==> config.mk <==
export PLATFORM = sky130hd
export DESIGN_NAME = dma_desc_issuer_flat
export DESIGN_NICKNAME = d
export VERILOG_FILES = /design/src/rtl/dma_pkg.sv /design/src/rtl/venus_soc_pkg.sv /design/src/rtl/dma_desc_issuer_if.sv /design/src/rtl/dma_desc_issuer.sv /design/src/flat_wrapper.sv
export SDC_FILE = /design/constraint.sdc
export NUM_CORES = 1
export LEC_CHECK = 0
export ABC_AREA = 1
export BUFFER_PORTS_ARGS = -buffer_cell sky130_fd_sc_hd__buf_4
export CORE_AREA = 2 2 154 156
export CTS_CLUSTER_DIAMETER = 120
export CTS_CLUSTER_SIZE = 40
export DETAILED_ROUTE_END_ITERATION = 16
export DIE_AREA = 0 0 156 158
export GPL_TIMING_DRIVEN = 0
export SLEW_MARGIN = 0
export SYNTH_ARGS = -nofsm -noshare
export SYNTH_HDL_FRONTEND = slang
export SYNTH_SLANG_ARGS = --single-unit
==> constraint.sdc <==
create_clock -name clk -period 1.9 [get_ports clk]
set_clock_uncertainty 0.2 [all_clocks]
set_input_delay 0.38 -clock clk [delete_from_list [all_inputs] [get_ports clk]]
set_output_delay 0.38 -clock clk [all_outputs]
set_load 0.01 [all_outputs]
==> src/rtl/dma_pkg.sv <==
// DMA register map, STAT bit positions, descriptor field types and the
// descriptor issuer state encoding.
package dma_pkg;

  typedef logic [31:0] desc_addr_t;
  typedef logic [15:0] desc_num_t;
  typedef logic [1:0]  err_src_t;

  // CSR offsets, ORed into the low address bits of the DMA base.
  localparam logic [5:0] CSR_CFG     = 6'h00;
  localparam logic [5:0] CSR_SRC     = 6'h08;
  localparam logic [5:0] CSR_DST     = 6'h10;
  localparam logic [5:0] CSR_LEN     = 6'h18;
  localparam logic [5:0] CSR_STAT    = 6'h20;
  localparam logic [5:0] CSR_ERRADDR = 6'h28;

  // STAT register bits.
  localparam int unsigned STAT_ERR_BIT  = 0;
  localparam int unsigned STAT_FULL_BIT = 1;
  localparam int unsigned STAT_SRC_LSB  = 2;

  // Position of each register inside csr_rdata.
  localparam int unsigned RDATA_CFG_LSB     = 0;
  localparam int unsigned RDATA_SRC_LSB     = 32;
  localparam int unsigned RDATA_DST_LSB     = 64;
  localparam int unsigned RDATA_LEN_LSB     = 96;
  localparam int unsigned RDATA_STAT_LSB    = 128;
  localparam int unsigned RDATA_ERRADDR_LSB = 160;

  typedef enum logic [3:0] {
    ST_IDLE      = 4'd0,
    ST_POLL_RD   = 4'd1,
    ST_POLL_WAIT = 4'd2,
    ST_WR_SRC    = 4'd3,
    ST_WR_DST    = 4'd4,
    ST_WR_LEN    = 4'd5,
    ST_WR_CFG    = 4'd6,
    ST_SETTLE    = 4'd7,
    ST_ERR       = 4'd8
  } dma_state_e;

  // Full CSR address of a DMA register.
  function automatic logic [31:0] csr_addr(input logic [31:0] base,
                                           input logic [5:0]  off);
    return base | {26'b0, off};
  endfunction

endpackage

==> src/rtl/venus_soc_pkg.sv <==
// SoC-wide CSR bus types shared by every CSR initiator and target.
package venus_soc_pkg;

  // One CSR request beat. A read returns the whole register bank on
  // csr_rdata one cycle later, so rd_en carries no address.
  typedef struct packed {
    logic        wr_en;
    logic [31:0] waddr;
    logic [31:0] wdata;
    logic        rd_en;
  } csr_req_t;

  // Register bank snapshot, six 32-bit registers packed low to high.
  typedef struct packed {
    logic [191:0] csr_rdata;
  } csr_resp_t;

endpackage

==> src/rtl/dma_desc_issuer_if.sv <==
// Descriptor handshake plus DMA CSR bus of the descriptor issuer.
//
// Handshake: the upstream raises desc_valid_i with stable fields and holds
// them until a rising clk edge where desc_valid_i && desc_ready_o; that edge
// transfers the descriptor. desc_ready_o does not depend on desc_valid_i.
interface dma_desc_issuer_if;
  import venus_soc_pkg::*;
  import dma_pkg::*;

  logic       desc_valid_i;
  logic       desc_ready_o;
  desc_addr_t desc_src_i;
  desc_addr_t desc_dst_i;
  desc_num_t  desc_len_i;
  logic       desc_last_i;
  csr_req_t   dma_csr_req_o;
  csr_resp_t  dma_csr_resp_i;

  // Issuer side.
  modport slave (
    input  desc_valid_i, desc_src_i, desc_dst_i, desc_len_i, desc_last_i,
    input  dma_csr_resp_i,
    output desc_ready_o, dma_csr_req_o
  );

  // Scheduler / DMA model side.
  modport master (
    output desc_valid_i, desc_src_i, desc_dst_i, desc_len_i, desc_last_i,
    output dma_csr_resp_i,
    input  desc_ready_o, dma_csr_req_o
  );

endinterface

==> src/rtl/dma_desc_issuer.sv <==
// Programs one DMA descriptor at a time: poll STAT until the CSR FIFO has
// room, write SRC/DST/LEN, then CFG to push. A DMA error seen while polling
// is latched and the block parks in ERR until err_clear_i.
module dma_desc_issuer
  import venus_soc_pkg::*;
  import dma_pkg::*;
#(
  parameter logic [31:0] DMA_CSR_BASE  = 32'h0,
  // Quiet cycles after a CFG write; valid range 2..15.
  parameter int unsigned SETTLE_CYCLES = 3
) (
  input  logic              clk,
  input  logic              rstn,
  dma_desc_issuer_if.slave  bus,
  input  logic              err_clear_i,
  output logic              busy_o,
  output logic              err_valid_o,
  output logic [31:0]       err_addr_o,
  output err_src_t          err_src_o,
  output logic [15:0]       issued_cnt_o,
  output dma_state_e        state_o
);

  localparam logic [3:0] SETTLE_LOAD = 4'(SETTLE_CYCLES - 1);

  dma_state_e  state_q, state_d;
  desc_addr_t  src_q, src_d;
  desc_addr_t  dst_q, dst_d;
  desc_num_t   len_q, len_d;
  logic        last_q, last_d;
  logic [3:0]  settle_q, settle_d;
  csr_req_t    req_q, req_d;
  logic        err_valid_q, err_valid_d;
  logic [31:0] err_addr_q, err_addr_d;
  err_src_t    err_src_q, err_src_d;
  logic [15:0] issued_cnt_q, issued_cnt_d;

  logic [31:0] stat_w;
  logic [31:0] erraddr_w;
  logic        unused_rdata;

  assign stat_w    = bus.dma_csr_resp_i.csr_rdata[RDATA_STAT_LSB +: 32];
  assign erraddr_w = bus.dma_csr_resp_i.csr_rdata[RDATA_ERRADDR_LSB +: 32];
  // Only STAT[3:0] and ERRADDR matter to the issuer.
  assign unused_rdata = ^{bus.dma_csr_resp_i.csr_rdata[RDATA_STAT_LSB-1:0],
                          stat_w[31:4]};

  // Next-state, descriptor latch, error capture and push counter.
  always_comb begin
    state_d      = state_q;
    src_d        = src_q;
    dst_d        = dst_q;
    len_d        = len_q;
    last_d       = last_q;
    settle_d     = settle_q;
    err_valid_d  = err_valid_q;
    err_addr_d   = err_addr_q;
    err_src_d    = err_src_q;
    issued_cnt_d = issued_cnt_q;

    case (state_q)
      ST_IDLE: begin
        if (bus.desc_valid_i) begin
          src_d   = bus.desc_src_i;
          dst_d   = bus.desc_dst_i;
          len_d   = bus.desc_len_i;
          last_d  = bus.desc_last_i;
          state_d = ST_POLL_RD;
        end
      end
      ST_POLL_RD: state_d = ST_POLL_WAIT;
      ST_POLL_WAIT: begin
        if (stat_w[STAT_ERR_BIT]) begin
          err_valid_d = 1'b1;
          err_addr_d  = erraddr_w;
          err_src_d   = stat_w[STAT_SRC_LSB +: 2];
          state_d     = ST_ERR;
        end else if (stat_w[STAT_FULL_BIT]) begin
          state_d = ST_POLL_RD;
        end else begin
          state_d = ST_WR_SRC;
        end
      end
      ST_WR_SRC: state_d = ST_WR_DST;
      ST_WR_DST: state_d = ST_WR_LEN;
      ST_WR_LEN: state_d = ST_WR_CFG;
      ST_WR_CFG: begin
        issued_cnt_d = issued_cnt_q + 16'd1;
        settle_d     = SETTLE_LOAD;
        state_d      = ST_SETTLE;
      end
      ST_SETTLE: begin
        // The DMA needs a write-free cycle to drop its start bit and two
        // cycles for the FIFO-full flag to catch up with the push.
        if (settle_q == 4'd0) begin
          state_d = ST_IDLE;
        end else begin
          settle_d = settle_q - 4'd1;
        end
      end
      ST_ERR: begin
        if (err_clear_i) begin
          err_valid_d = 1'b0;
          err_addr_d  = 32'h0;
          err_src_d   = 2'b00;
          state_d     = ST_IDLE;
        end
      end
      default: state_d = ST_IDLE;
    endcase
  end

  // CSR request for the cycle the FSM is about to enter, so the bus is
  // driven straight from flops and lines up with the registered state.
  always_comb begin
    req_d = '0;
    case (state_d)
      ST_POLL_RD: req_d.rd_en = 1'b1;
      ST_WR_SRC: begin
        req_d.wr_en = 1'b1;
        req_d.waddr = csr_addr(DMA_CSR_BASE, CSR_SRC);
        req_d.wdata = src_q;
      end
      ST_WR_DST: begin
        req_d.wr_en = 1'b1;
        req_d.waddr = csr_addr(DMA_CSR_BASE, CSR_DST);
        req_d.wdata = dst_q;
      end
      ST_WR_LEN: begin
        req_d.wr_en = 1'b1;
        req_d.waddr = csr_addr(DMA_CSR_BASE, CSR_LEN);
        req_d.wdata = 32'(len_q);
      end
      ST_WR_CFG: begin
        // Bit 0 starts the push, bit 1 marks the last scatter block.
        req_d.wr_en = 1'b1;
        req_d.waddr = csr_addr(DMA_CSR_BASE, CSR_CFG);
        req_d.wdata = {30'b0, last_q, 1'b1};
      end
      default: req_d = '0;
    endcase
  end

  // State and datapath registers; reset abandons any partial descriptor.
  always_ff @(posedge clk or negedge rstn) begin
    if (!rstn) begin
      state_q      <= ST_IDLE;
      src_q        <= '0;
      dst_q        <= '0;
      len_q        <= '0;
      last_q       <= 1'b0;
      settle_q     <= 4'd0;
      req_q        <= '0;
      err_valid_q  <= 1'b0;
      err_addr_q   <= 32'h0;
      err_src_q    <= 2'b00;
      issued_cnt_q <= 16'h0;
    end else begin
      state_q      <= state_d;
      src_q        <= src_d;
      dst_q        <= dst_d;
      len_q        <= len_d;
      last_q       <= last_d;
      settle_q     <= settle_d;
      req_q        <= req_d;
      err_valid_q  <= err_valid_d;
      err_addr_q   <= err_addr_d;
      err_src_q    <= err_src_d;
      issued_cnt_q <= issued_cnt_d;
    end
  end

  assign bus.desc_ready_o  = (state_q == ST_IDLE);
  assign bus.dma_csr_req_o = req_q;
  assign busy_o            = (state_q != ST_IDLE);
  assign err_valid_o       = err_valid_q;
  assign err_addr_o        = err_addr_q;
  assign err_src_o         = err_src_q;
  assign issued_cnt_o      = issued_cnt_q;
  assign state_o           = state_q;

endmodule
==> src/flat_wrapper.sv <==
// flat-port wrapper written by rule: the top's interface ports become plain ports
module dma_desc_issuer_flat import venus_soc_pkg::*; import dma_pkg::*;
#(
  parameter logic [31:0] DMA_CSR_BASE  = 32'h0,
                                                       
  parameter int unsigned SETTLE_CYCLES = 3
)
  (clk, rstn, err_clear_i, busy_o, err_valid_o, err_addr_o, err_src_o, issued_cnt_o, state_o, bus_desc_valid_i, bus_desc_src_i, bus_desc_dst_i, bus_desc_len_i, bus_desc_last_i, bus_dma_csr_resp_i, bus_desc_ready_o, bus_dma_csr_req_o);
  dma_desc_issuer_if bus_i ();
  input  logic clk;
  input  logic rstn;
  input  logic err_clear_i;
  output logic busy_o;
  output logic err_valid_o;
  output logic [31:0] err_addr_o;
  output err_src_t err_src_o;
  output logic [15:0] issued_cnt_o;
  output dma_state_e state_o;
  input wire logic [$bits(bus_i.desc_valid_i)-1:0] bus_desc_valid_i;
  input wire logic [$bits(bus_i.desc_src_i)-1:0] bus_desc_src_i;
  input wire logic [$bits(bus_i.desc_dst_i)-1:0] bus_desc_dst_i;
  input wire logic [$bits(bus_i.desc_len_i)-1:0] bus_desc_len_i;
  input wire logic [$bits(bus_i.desc_last_i)-1:0] bus_desc_last_i;
  input wire logic [$bits(bus_i.dma_csr_resp_i)-1:0] bus_dma_csr_resp_i;
  output wire logic [$bits(bus_i.desc_ready_o)-1:0] bus_desc_ready_o;
  output wire logic [$bits(bus_i.dma_csr_req_o)-1:0] bus_dma_csr_req_o;
  assign bus_i.desc_valid_i = bus_desc_valid_i;
  assign bus_i.desc_src_i = bus_desc_src_i;
  assign bus_i.desc_dst_i = bus_desc_dst_i;
  assign bus_i.desc_len_i = bus_desc_len_i;
  assign bus_i.desc_last_i = bus_desc_last_i;
  assign bus_i.dma_csr_resp_i = bus_dma_csr_resp_i;
  assign bus_desc_ready_o = bus_i.desc_ready_o;
  assign bus_dma_csr_req_o = bus_i.dma_csr_req_o;
  dma_desc_issuer #(.DMA_CSR_BASE(DMA_CSR_BASE), .SETTLE_CYCLES(SETTLE_CYCLES)) u_core (.clk(clk), .rstn(rstn), .bus(bus_i), .err_clear_i(err_clear_i), .busy_o(busy_o), .err_valid_o(err_valid_o), .err_addr_o(err_addr_o), .err_src_o(err_src_o), .issued_cnt_o(issued_cnt_o), .state_o(state_o));
endmodule
# Yosys cells after proc, flatten, opt, wreduce, memory -nomap -nowiden
# Cells that the tools add are included.
word_totals:
  register_bits: 206
  in_bits: 277
  mem_bits_rw: 0
  rom_bits: 0
  out_inout_bits: 123
  elab_cells: 59
  latchBits: 0
  n_memories: 0
classes:
  n_lt_le_gt_ge: 0
  div: 0
  mux: 19
  mul: 0
  n_reduce_logical: 8
  n_shift: 0
  n_addsub: 2
  n_eq_ne: 16
  bitwise: 0
op_table:
  columns: ["op", "count"]
  rows:
  - ["one-hot mux 65 bit (4 select lines)", 1]
  - ["two-way mux 32 bit", 2]
  - ["one-hot mux 32 bit (2 select lines)", 1]
  - ["one-hot mux 4 bit (9 select lines)", 1]
  - ["== test 4 x 3 -> 1 bit (second input constant)", 7]
  - ["two-way mux 4 bit", 5]
  - ["adder 16 x 1 -> 16 bit (second input constant)", 1]
  - ["== test 4 x 2 -> 1 bit (second input constant)", 3]
  - ["== test 4 x 1 -> 1 bit (second input constant)", 2]
  - ["zero test 4 bit", 2]
  - ["one-hot mux 4 bit (2 select lines)", 1]
  - ["two-way mux 2 bit", 3]
  - ["inequality test 2 bit (second input constant)", 3]
  - ["== test 4 bit (second input constant)", 1]
  - ["one-hot mux 2 bit (2 select lines)", 1]
  - ["AND reduction 2 bit", 2]
  - ["nonzero test 2 bit", 2]
  - ["nonzero test 4 bit", 1]
  - ["subtractor 4 x 1 -> 4 bit (second input constant)", 1]
  - ["two-way mux 1 bit", 3]
  - ["AND reduction 3 bit", 1]
  - ["one-hot mux 1 bit (2 select lines)", 1]

# Logic depth before layout (Yosys ltp)
# Gate-level depths: netlist of the first run.
depth:
  word_depth: 5
  depth_mapped: 8
  depth_no_buf: 8

# Worst setup path after synthesis of the first run
# OpenSTA, ideal clock, no wires.
synth_timing:
  path_kind: "register to output"
  from: "register u_core.state_q[0] (netlist: u_core.state_o[0])"
  to: "output busy_o"
  required_ns: 1.320
  stages_incl_launch_ff: 7
  n_path_buf: 2
  t_arrival_ns: 1.189
  slack_ns: 0.131
  path_cell_list: "dfrtp_1 nor2_1 inv_1 nor2_2 buf_4 buf_4 inv_1"
synth_between:
  elab_chain_cells: 1
synth_lines:
  columns: ["item", "line_no", "text"]
  rows:
  - ["start: declaration", "dma_desc_issuer.sv:26", "dma_state_e state_q, state_d;"]
  - ["start signal: assignment", "dma_desc_issuer.sv:159", "state_q <= state_d;"]
  - ["nonzero test 4 bit", "dma_desc_issuer.sv:175", "assign busy_o = (state_q != ST_IDLE);"]
  - ["end: declaration", "flat_wrapper.sv:13", "output logic busy_o;"]
# Every way passes these cells.

# Worst setup path after layout of the first run
layout_timing:
  from: "register u_core.state_q[3] (netlist: u_core.state_o[3])"
  to: "output busy_o"
# The elaborated chain is that of the path after synthesis.

==> flow_metrics.env, run 1 <==
export IMPL_status="finished with violations"
export IMPL_violations="negative setup slack"
export IMPL_die_w_um=156
export IMPL_grt_ovfl_total=0
export IMPL_antenna_left=0
export IMPL_setup_viol=2
export IMPL_internal_power_uw=9485
export IMPL_stdcell_count=1504
export IMPL_post_route_min_period_ns=2.030
export IMPL_switchingPower_uw=5349
export IMPL_crit_arrival_ns=1.45
export IMPL_synth_top_flop_cell="dfrtp_1"
export IMPL_slowest_stage="dfrtp_2"
export IMPL_wl_um=23240
export IMPL_cts_buffer_depth=2
export IMPL_rsz0062_at_grt="true"
export IMPL_cts_tree="yes"
export IMPL_cts_num_sinks=176
export IMPL_clock_power_share=0.229
export IMPL_ys_ff_latch=176
export IMPL_crit_start="u_core.state_o[3]"
export IMPL_syn_inst=844
export IMPL_first_pass_iters=5
export IMPL_clk_latency_ns=0.42
export IMPL_initial_utilization=0.3308
export IMPL_hold_path_startpoint="bus_desc_dst_i[0]"
export IMPL_worst_slack_ns=-0.1300
export IMPL_synth_edf_count=0
export IMPL_crit_type="register to output pin"
export IMPL_dp_slack_ns=-0.1784
export IMPL_antenna_found_initial=1
export IMPL_final_util=0.4906
export IMPL_ys_seq_area_frac=0.5776
export IMPL_async_reset_ff_frac=1.000
export IMPL_worst_path_most_repeated_cell="nor2_4"
export IMPL_grt_pass1_wl_um=36530
export IMPL_drv_slew=0
export IMPL_start_kind="register"
export IMPL_via_per_inst=4.555
export IMPL_cp_required_ns=1.32
export IMPL_fin_crit_sh=1.068
export IMPL_worstReg2RegStart="u_core.state_o[3]"
export IMPL_io_buffers=212
export IMPL_cts_root_buf="clkbuf_16"
export IMPL_seqCellArea_um2=4408
export IMPL_grtUsageTotal=0.1908
export IMPL_holdPathStages=3
export IMPL_syn_area_per_cell_um2=9.034
export IMPL_tightest_slew_ns=0.8521
export IMPL_yosysWarnings=0
export IMPL_comb_power_share=0.369
export IMPL_synth_area_um2=7625
export IMPL_hold_path_class="primary input to register"
export IMPL_grt_pass1_vias=6941
export IMPL_fmax_ghz=0.4926
export IMPL_hold_end="u_core.dst_q[0]"
export IMPL_rows=56
export IMPL_pwr_density_cell_nw_per_um2=1312
export IMPL_drc=0
export IMPL_multi_input_area_um2=2614
export IMPL_drt_iter0_drc=386
export IMPL_die_y_um=158
export IMPL_grt_max_degree=110
export IMPL_cp_buffers_inverters=4
export IMPL_wl_per_cell_um=15.45
export IMPL_crit_path_end_kind="output pin"
export IMPL_coreArea_um2=23050
export IMPL_numCtsBuffers=17
export IMPL_crit_chain="nor2_4 -> inv_2 -> nor2_4 -> buf_12 -> inv_4 -> buf_6"
export IMPL_crit_fanout=4
export IMPL_place_inst=1376
export IMPL_vdd_ir_drop_max_mv=0.6118
export IMPL_r2r_end="u_core.bus.dma_csr_req_o[11]"
export IMPL_switching_share=0.3606
export IMPL_drive_above_1_share=0.2770
export IMPL_finalHoldViolCount=0
export IMPL_slew_headroom=0.4320
export IMPL_htreeDepth=4
export IMPL_fillers=2197
export IMPL_cap_violations=0
export IMPL_dieArea_um2=24650
export IMPL_place_congestion=0.7893
export IMPL_critPathTopFamily="flip-flops"
export IMPL_num_vias=6850
export IMPL_areaGrowthSynthToFinish_pct=48.33
export IMPL_leakage_uw=0.006028
export IMPL_synth_cell_type_count=25
export IMPL_reg2reg_slack_ns=0.01
export IMPL_cp_slowest_stage_delay_ns=0.45
export IMPL_pwr_share_seq=0.402
export IMPL_fin_nets=1481
export IMPL_r2r_cells=6
export IMPL_ios=400
export IMPL_hpwl_um=16100
export IMPL_path_clk_slew_ns=0.07
-- layout by cell type, fill, tap and decap left out, types with 4 or more instances in the layout --
cell           netlist  layout
nand2_1            262     261
nor2_1              27      26
buf_6                9      12
clkbuf_16            0      17
nand4_1              7       7
dlygate4sd3_1        0      88
inv_2                3       5
inv_1               62      59
clkinv_4             0       4
conb_1               1      30
buf_4               40     257
dfrtp_1            176     173
buf_2               13      11
o21ai_0             29      29
xor2_1               8       8
o21ai_1             17      17
clkbuf_1            14      13
nand3_1            129     127
a22oi_1             14      14
clkinv_2             0       4
nor2_4               0       5
a22o_1              16      16
-- synth_stat cells (all sizes together), types with 2 or more instances --
cell type    n  area share
a21oi        3      0.0020
a22o        16       0.018
a22oi       14       0.014
buf         62       0.061
clkbuf      14      0.0069
dfrtp      176        0.58
ha           3      0.0049
inv         65       0.032
nand2      263        0.13
nand3      129       0.085
nand4        7      0.0057
nor2        32       0.017
nor3         2      0.0026
o21ai       46       0.030
xor2         8      0.0092
-- what timing repair did --
action                                  CTS  global route
endpoints found under the setup margin   23            65
gates cloned                              0             1
endpoints found under the hold margin   194             1
setup buffers                             7             1
hold buffers                             87             1
gates resized for setup                  21            10
pin swaps                                 2             0
-- kinds of logic after synthesis --
family | after synthesis | synth area share
buf+inv | 141 | 0.1001
simple gates | 433 | 0.2402
flops | 176 | 0.5776
other cells | 1 | 0.0004918
xor+xnor | 9 | 0.01034
compound gates | 81 | 0.06629
fa+ha+maj | 3 | 0.004923
-- cell type report --
type,instances,share of cell area
sequential,176,0.3898
multi-input combinational,556,0.2311
timing repair buffer,310,0.2278
buffer,75,0.04812
clock buffer,19,0.03916
tap,290,0.03208
inverter,65,0.02179
clock inverter,12,0.009957
antenna,1,0.0002213
-- state kept, by name, indices dropped and copies added (netlist names) --
| signal | cells |
|---|---|
| u_core.bus.dma_csr_req_o | 36 |
| u_core.dst_q | 32 |
| u_core.err_addr_o | 32 |
| u_core.src_q | 32 |
| u_core.issued_cnt_o | 16 |
| u_core.len_q | 16 |
| u_core.settle_q | 4 |
| u_core.state_o | 4 |
| u_core.err_src_o | 2 |
| u_core.err_valid_o | 1 |
| u_core.last_q | 1 |
-- per-layer routing --
layer / global-route usage / vias up / wire [um]
met5: 0 / - / 0
met4: 0.05068 / 0 / 299
met3: 0.04626 / 18 / 1537
met2: 0.3281 / 240 / 11290
met1: 0.2414 / 3202 / 10120
li1: - / 3390 / -
-- how the worst max path moves through the flow --
stage / slack, ns / to / depth (start not counted)
CTS: -0.15 / busy_o / 6
global route: -0.19 / busy_o / 6
detailed placement: -0.18 / busy_o / 7
floorplan: 0.13 / busy_o / 6
global placement: -0.91 / u_core.err_src_o[0] / 1
finish: -0.13 / busy_o / 6
-- power by group through the flow --
stage / Combinational, uW / Sequential, uW / Clock, uW
CTS: 5470 / 5960 / 3480
detailed placement: 5060 / 6020 / 0
global route: 6140 / 6140 / 3640
global placement: 4940 / 5990 / 0
floorplan: 2610 / 6140 / 0
finish: 5470 / 5970 / 3390
-- tightest hold or removal path: stages --
cell and delay, ns:
buf_4 0.09, nand3_1 0.07, nand2_1 0.06
-- stage by stage --
step / hold WS [ns] / area [um^2] / setup TNS, ns / power (uW)
after floorplan: -0.1156 / 7734 / 0 / 8754
after global placement: 0.2536 / 9688 / -157.35 / 10930
after detailed placement: 0.2586 / 9723 / -0.7582 / 11080
after CTS: 0.0001177 / 11250 / -0.3662 / 14910
after global routing: 0.004699 / 11310 / -1.643 / 15910
final: 0.01279 / 11310 / -0.2456 / 14830
No activity file was read; power rests on OpenSTA's default activity.
==> inputs of run 2 (changes only) <==
Settings changed: PLACE_DENSITY set to 0.64.
==> run 2 against run 1 <==
Die area did not move. Sequential power hardly changed. Hold slack lost 0.012 ns. Final area up 1.4%. Global-route usage fell by 0.24 points. Critical path type unchanged. The run still ends with negative setup slack left. Critical endpoint unchanged. Flip-flop and latch count did not move. Maximum frequency shrank 2.0%. Utilization rose by 0.69 points. Critical path depth did not move. Routed wire length is 0.40% lower. Sequential share of layout area shrank 0.56 points. Power up 1.7%.
==> flow_metrics.env, run 2 (synthesis gave the netlist of run 1 again) <==
export IMPL_status="finished with violations"
export IMPL_violations="negative setup slack"
export IMPL_cap_violations=0
export IMPL_rsz0062_at_grt="true"
export IMPL_stdcell_count=1514
export IMPL_rows=56
export IMPL_cp_required_ns=1.32
export IMPL_hpwl_um=15940
export IMPL_crit_arrival_ns=1.49
export IMPL_tns_ns=-0.3230
export IMPL_crit_path_end_kind="output pin"
export IMPL_n_antenna_cell=0
export IMPL_first_pass_iters=7
export IMPL_vdd_ir_drop_max_mv=0.6769
export IMPL_drc=0
export IMPL_via_per_inst=4.591
export IMPL_num_vias=6951
export IMPL_htreeDepth=4
export IMPL_clk_latency_ns=0.43
export IMPL_place_congestion=0.8094
export IMPL_initial_utilization=0.3308
export IMPL_finalHoldViolCount=0
export IMPL_antenna_left=0
export IMPL_die_w_um=156
export IMPL_crit_type="register to output pin"
export IMPL_r2r_cells=10
export IMPL_wl_per_cell_um=15.29
export IMPL_cts_buffer_depth=2
export IMPL_leakage_uw=0.006087
export IMPL_fin_nets=1491
export IMPL_die_y_um=158
export IMPL_seqCellArea_um2=4407
export IMPL_post_route_min_period_ns=2.071
export IMPL_drive_above_1_share=0.2827
export IMPL_coreArea_um2=23050
export IMPL_crit_fanout=3
export IMPL_cts_tree="yes"
export IMPL_pwr_density_cell_nw_per_um2=1315
export IMPL_cts_num_sinks=176
export IMPL_slew_headroom=0.6023
export IMPL_grtUsageTotal=0.1884
export IMPL_tightest_slew_ns=0.5966
export IMPL_hold_path_class="primary input to register"
export IMPL_drt_iter0_drc=356
export IMPL_grt_pass1_wl_um=36020
export IMPL_hold_ws_ns=0.001079
export IMPL_largest_reg_flops=36
export IMPL_fmax_ghz=0.4828
export IMPL_multi_input_area_um2=2636
export IMPL_holdPathStages=3
export IMPL_fin_crit_sh=1.090
export IMPL_ios=400
export IMPL_antenna_found_initial=0
export IMPL_io_buffers=212
export IMPL_final_cell_mix="264 x buf_4, 260 x nand2_1, 174 x dfrtp_1"
export IMPL_dieArea_um2=24650
export IMPL_place_inst=1376
export IMPL_grt_ovfl_total=0
export IMPL_wl_um=23150
export IMPL_path_clk_slew_ns=0.08
export IMPL_final_common_cell="buf_4"
export IMPL_grt_max_degree=101
export IMPL_power_total_uw=15080
export IMPL_numCtsBuffers=17
export IMPL_cts_root_buf="clkbuf_16"
export IMPL_worst_slack_ns=-0.1713
export IMPL_drv_slew=0
export IMPL_areaGrowthSynthToFinish_pct=50.43
export IMPL_fillers=2175
export IMPL_setup_viol=2
export IMPL_start_kind="register"
export IMPL_grt_pass1_vias=6924
==> run 2: cell types whose count changed in the layout (fill, tap and decap cells not counted), moves of 2 or more <==
cell / previous run / this run
buf_2: 11 / 8
buf_4: 257 / 264
clkbuf_1: 13 / 11
clkbuf_4: 1 / 4
clkinv_2: 4 / 0
clkinv_4: 4 / 0
clkinv_8: 0 / 3
dlygate4sd3_1: 88 / 93
inv_6: 1 / 3
inv_8: 1 / 5
==> run 2: area by class of cell <==
class,count,share of cell area
sequential,176,0.3842
inverter,65,0.02171
timing repair buffer,320,0.2328
multi-input combinational,556,0.2298
tap,290,0.03164
buffer,75,0.04822
clock buffer,18,0.03742
clock inverter,14,0.01418
==> run 2: what timing repair did <==
action	CTS	global route
gates resized for setup	18	31
endpoints found under the hold margin	168	0
setup endpoints to repair	35	127
hold buffers	93	0
cloned	0	1
buffers inserted	8	5
pin swaps	2	3
==> run 2: worst max-delay path, stage by stage, from the launching register on <==
cell     delay, ns
dfrtp_1       0.42
nor2_4        0.14
inv_2         0.07
nor2_4        0.17
buf_12        0.13
inv_4         0.03
buf_6         0.10
==> run 2: power by group <==
part | internal (uW) | switching [uW]
sequential | 5180 | 795
clock | 1780 | 1750
combinational | 2520 | 3050
==> run 2: per-stage QoR <==
| stage | utilization | worst slack, ns | instance area (um^2) |
|---|---|---|---|
| final | 0.4976 | -0.1713 | 11470 |
| after CTS | 0.4922 | -0.1503 | 11350 |
| after global routing | 0.4976 | -0.2334 | 11470 |
| after global placement | 0.4203 | -0.8662 | 9688 |
| after detailed placement | 0.4218 | -0.1934 | 9723 |
| after floorplan | - | 0.1312 | 7734 |
==> run 2: metal layers <==
layer,GRT usage,vias to the layer above,wire length [um]
met5,0,-,0
met1,0.2316,3294,9951
met4,0.04631,0,297
li1,-,3409,-
met2,0.3291,225,11440
met3,0.05174,23,1456
==> run 2: final timing paths <==
check	to	startpoint	slack [ns]
setup reg to reg	u_core.settle_q[3]	u_core.state_o[1]	0.06
min in group asynchronous	u_core.src_q[9]	rstn	0.29
hold reg to reg	u_core.dst_q[12]	u_core.dst_q[12]	0.28
setup / recovery	busy_o	u_core.state_o[1]	-0.17
hold / removal	u_core.dst_q[8]	bus_desc_dst_i[8]	0.001
max in group asynchronous	u_core.err_addr_o[1]	rstn	0.28
==> inputs of run 3 (changes only) <==
Settings changed: PLACE_DENSITY 0.64 to 0.73.
==> run 3 against run 2 <==
The flow still finishes with violations (negative setup slack). Critical path depth unchanged. Clock power is 2% higher. Sequential share of layout area rose by 0.40 points. Largest power group unchanged. Die area did not move.
==> flow_metrics.env, run 3 (synthesis gave the netlist of run 1 again) <==
export IMPL_drive_above_1_share=0.2830
export IMPL_status="finished with violations"
export IMPL_setup_viol=2
export IMPL_areaGrowthSynthToFinish_pct=48.90
export IMPL_cts_num_sinks=176
export IMPL_wl_per_cell_um=15.44
export IMPL_hpwl_um=16030
export IMPL_violations="negative setup slack"
export IMPL_post_route_min_period_ns=2.052
export IMPL_coreArea_um2=23050
export IMPL_via_per_inst=4.619
export IMPL_initial_utilization=0.3308
export IMPL_die_w_um=156
export IMPL_final_common_cell="buf_4"
export IMPL_r2r_cells=8
export IMPL_fin_nets=1479
export IMPL_tightest_slew_ns=0.5971
export IMPL_finalHoldViolCount=0
export IMPL_endpoint="busy_o"
export IMPL_fin_crit_sh=1.080
export IMPL_leakage_uw=0.006048
export IMPL_clk_latency_ns=0.43
export IMPL_start_kind="register"
export IMPL_numCtsBuffers=17
export IMPL_die_y_um=158
export IMPL_vdd_ir_drop_max_mv=0.6082
export IMPL_num_vias=6942
export IMPL_cp_required_ns=1.32
export IMPL_final_area_um2=11350
export IMPL_first_pass_iters=5
export IMPL_place_congestion=0.7945
export IMPL_slew_headroom=0.6019
export IMPL_crit_start="u_core.state_o[1]"
export IMPL_crit_type="register to output pin"
export IMPL_hold_path_class="primary input to register"
export IMPL_drt_iter0_drc=424
export IMPL_worst_slack_ns=-0.1522
export IMPL_crit_path_end_kind="output pin"
export IMPL_rsz0062_at_grt="true"
export IMPL_largest_reg_flops=36
export IMPL_worstReg2RegStart="u_core.state_o[1]"
export IMPL_cap_violations=0
export IMPL_rows=56
export IMPL_ios=400
export IMPL_dpl_cell_area_um2=9723
export IMPL_reg2reg_slack_ns=0.04
export IMPL_antenna_left=0
export IMPL_htreeDepth=4
export IMPL_multi_input_area_um2=2628
export IMPL_dieArea_um2=24650
export IMPL_antenna_found_initial=2
export IMPL_wl_um=23200
export IMPL_final_util=0.4925
export IMPL_cts_buffer_depth=2
export IMPL_stdcell_count=1503
export IMPL_grtUsageTotal=0.1888
export IMPL_grt_pass1_wl_um=35900
export IMPL_grt_ovfl_total=0
export IMPL_pwr_density_cell_nw_per_um2=1329
export IMPL_seqCellArea_um2=4408
export IMPL_drc=0
export IMPL_r2r_end="u_core.dst_q[25]"
export IMPL_final_cell_mix="264 x buf_4, 261 x nand2_1, 173 x dfrtp_1"
export IMPL_cts_tree="yes"
export IMPL_crit_arrival_ns=1.47
export IMPL_grt_pass1_vias=6903
export IMPL_path_clk_slew_ns=0.07
export IMPL_io_buffers=212
export IMPL_crit_fanout=3
export IMPL_grt_max_degree=111
export IMPL_fillers=2138
export IMPL_drv_slew=0
export IMPL_place_inst=1376
export IMPL_fmax_ghz=0.4873
export IMPL_cts_root_buf="clkbuf_16"
run 3: cell count changes in the layout (fill, tap and decap cells not counted), moves of 2 or more:
cell	previous run	this run
dlygate4sd3_1	93	84
clkbuf_4	4	1
buf_6	12	10
clkinv_4	0	2
inv_6	3	1
nand3_2	0	2
nand3_4	2	0
run 3: worst min path at each step:
stage / start / cells after the start / endpoint
after global placement: u_core.len_q[10] / 2 / u_core.len_q[10]
after global routing: bus_dma_csr_resp_i[168] / 3 / u_core.err_addr_o[8]
final: bus_desc_dst_i[2] / 3 / u_core.dst_q[2]
after detailed placement: rstn / 1 / u_core.bus.dma_csr_req_o[15]
after CTS: bus_desc_dst_i[2] / 3 / u_core.dst_q[2]
after floorplan: rstn / 0 / u_core.bus.dma_csr_req_o[0]
run 3: report_power, final:
group          internal (uW)  switching [uW]
combinational           2460            3050
sequential              5180             781
clock                   1920            1680
total                   9570            5520
run 3: cell type report:
class | instances | share of cell area
Clock inverter | 14 | 0.01488
Tap cell | 290 | 0.03196
Clock buffer | 18 | 0.03868
Antenna cell | 1 | 0.0002204
Inverter | 65 | 0.02193
Sequential cell | 176 | 0.3883
Multi-Input combinational cell | 556 | 0.2314
Timing Repair Buffer | 308 | 0.2249
Buffer | 75 | 0.04772
run 3: metrics by stage:
stage / setup TNS (ns) / setup slack, ns / hold slack, ns / total power [uW]
after floorplan: 0 / 0.1312 / -0.1156 / 8754
after global placement: -145.23 / -0.8460 / 0.2535 / 10860
after detailed placement: -1.043 / -0.1825 / 0.1631 / 11030
after CTS: -1.053 / -0.1349 / 0.0001447 / 15090
after global routing: -1.138 / -0.2109 / 0.007627 / 16120
final: -0.2797 / -0.1522 / 0.009116 / 15080
run 3: worst max-delay path: stages (launching register included):
cell and delay [ns]:
dfrtp_1 0.42, nor2_4 0.15, inv_4 0.05, nor2_4 0.16, buf_12 0.13, inv_4 0.03, buf_6 0.10
run 3: per-layer routing:
layer | global-route usage | share of wire | vias to the layer above
met5 | 0 | 0.00056 | -
met4 | 0.04369 | 0.011 | 2
met3 | 0.04462 | 0.066 | 19
met2 | 0.3392 | 0.51 | 246
met1 | 0.2301 | 0.41 | 3293
li1 | - | - | 3382
run 3: what timing repair did:
action / CTS / global route
hold buffers: 84 / 0
setup buffers: 9 / 2
pin swaps: 2 / 4
endpoints found under the hold margin: 149 / 0
gates resized for setup: 19 / 19
setup endpoints to repair: 23 / 88
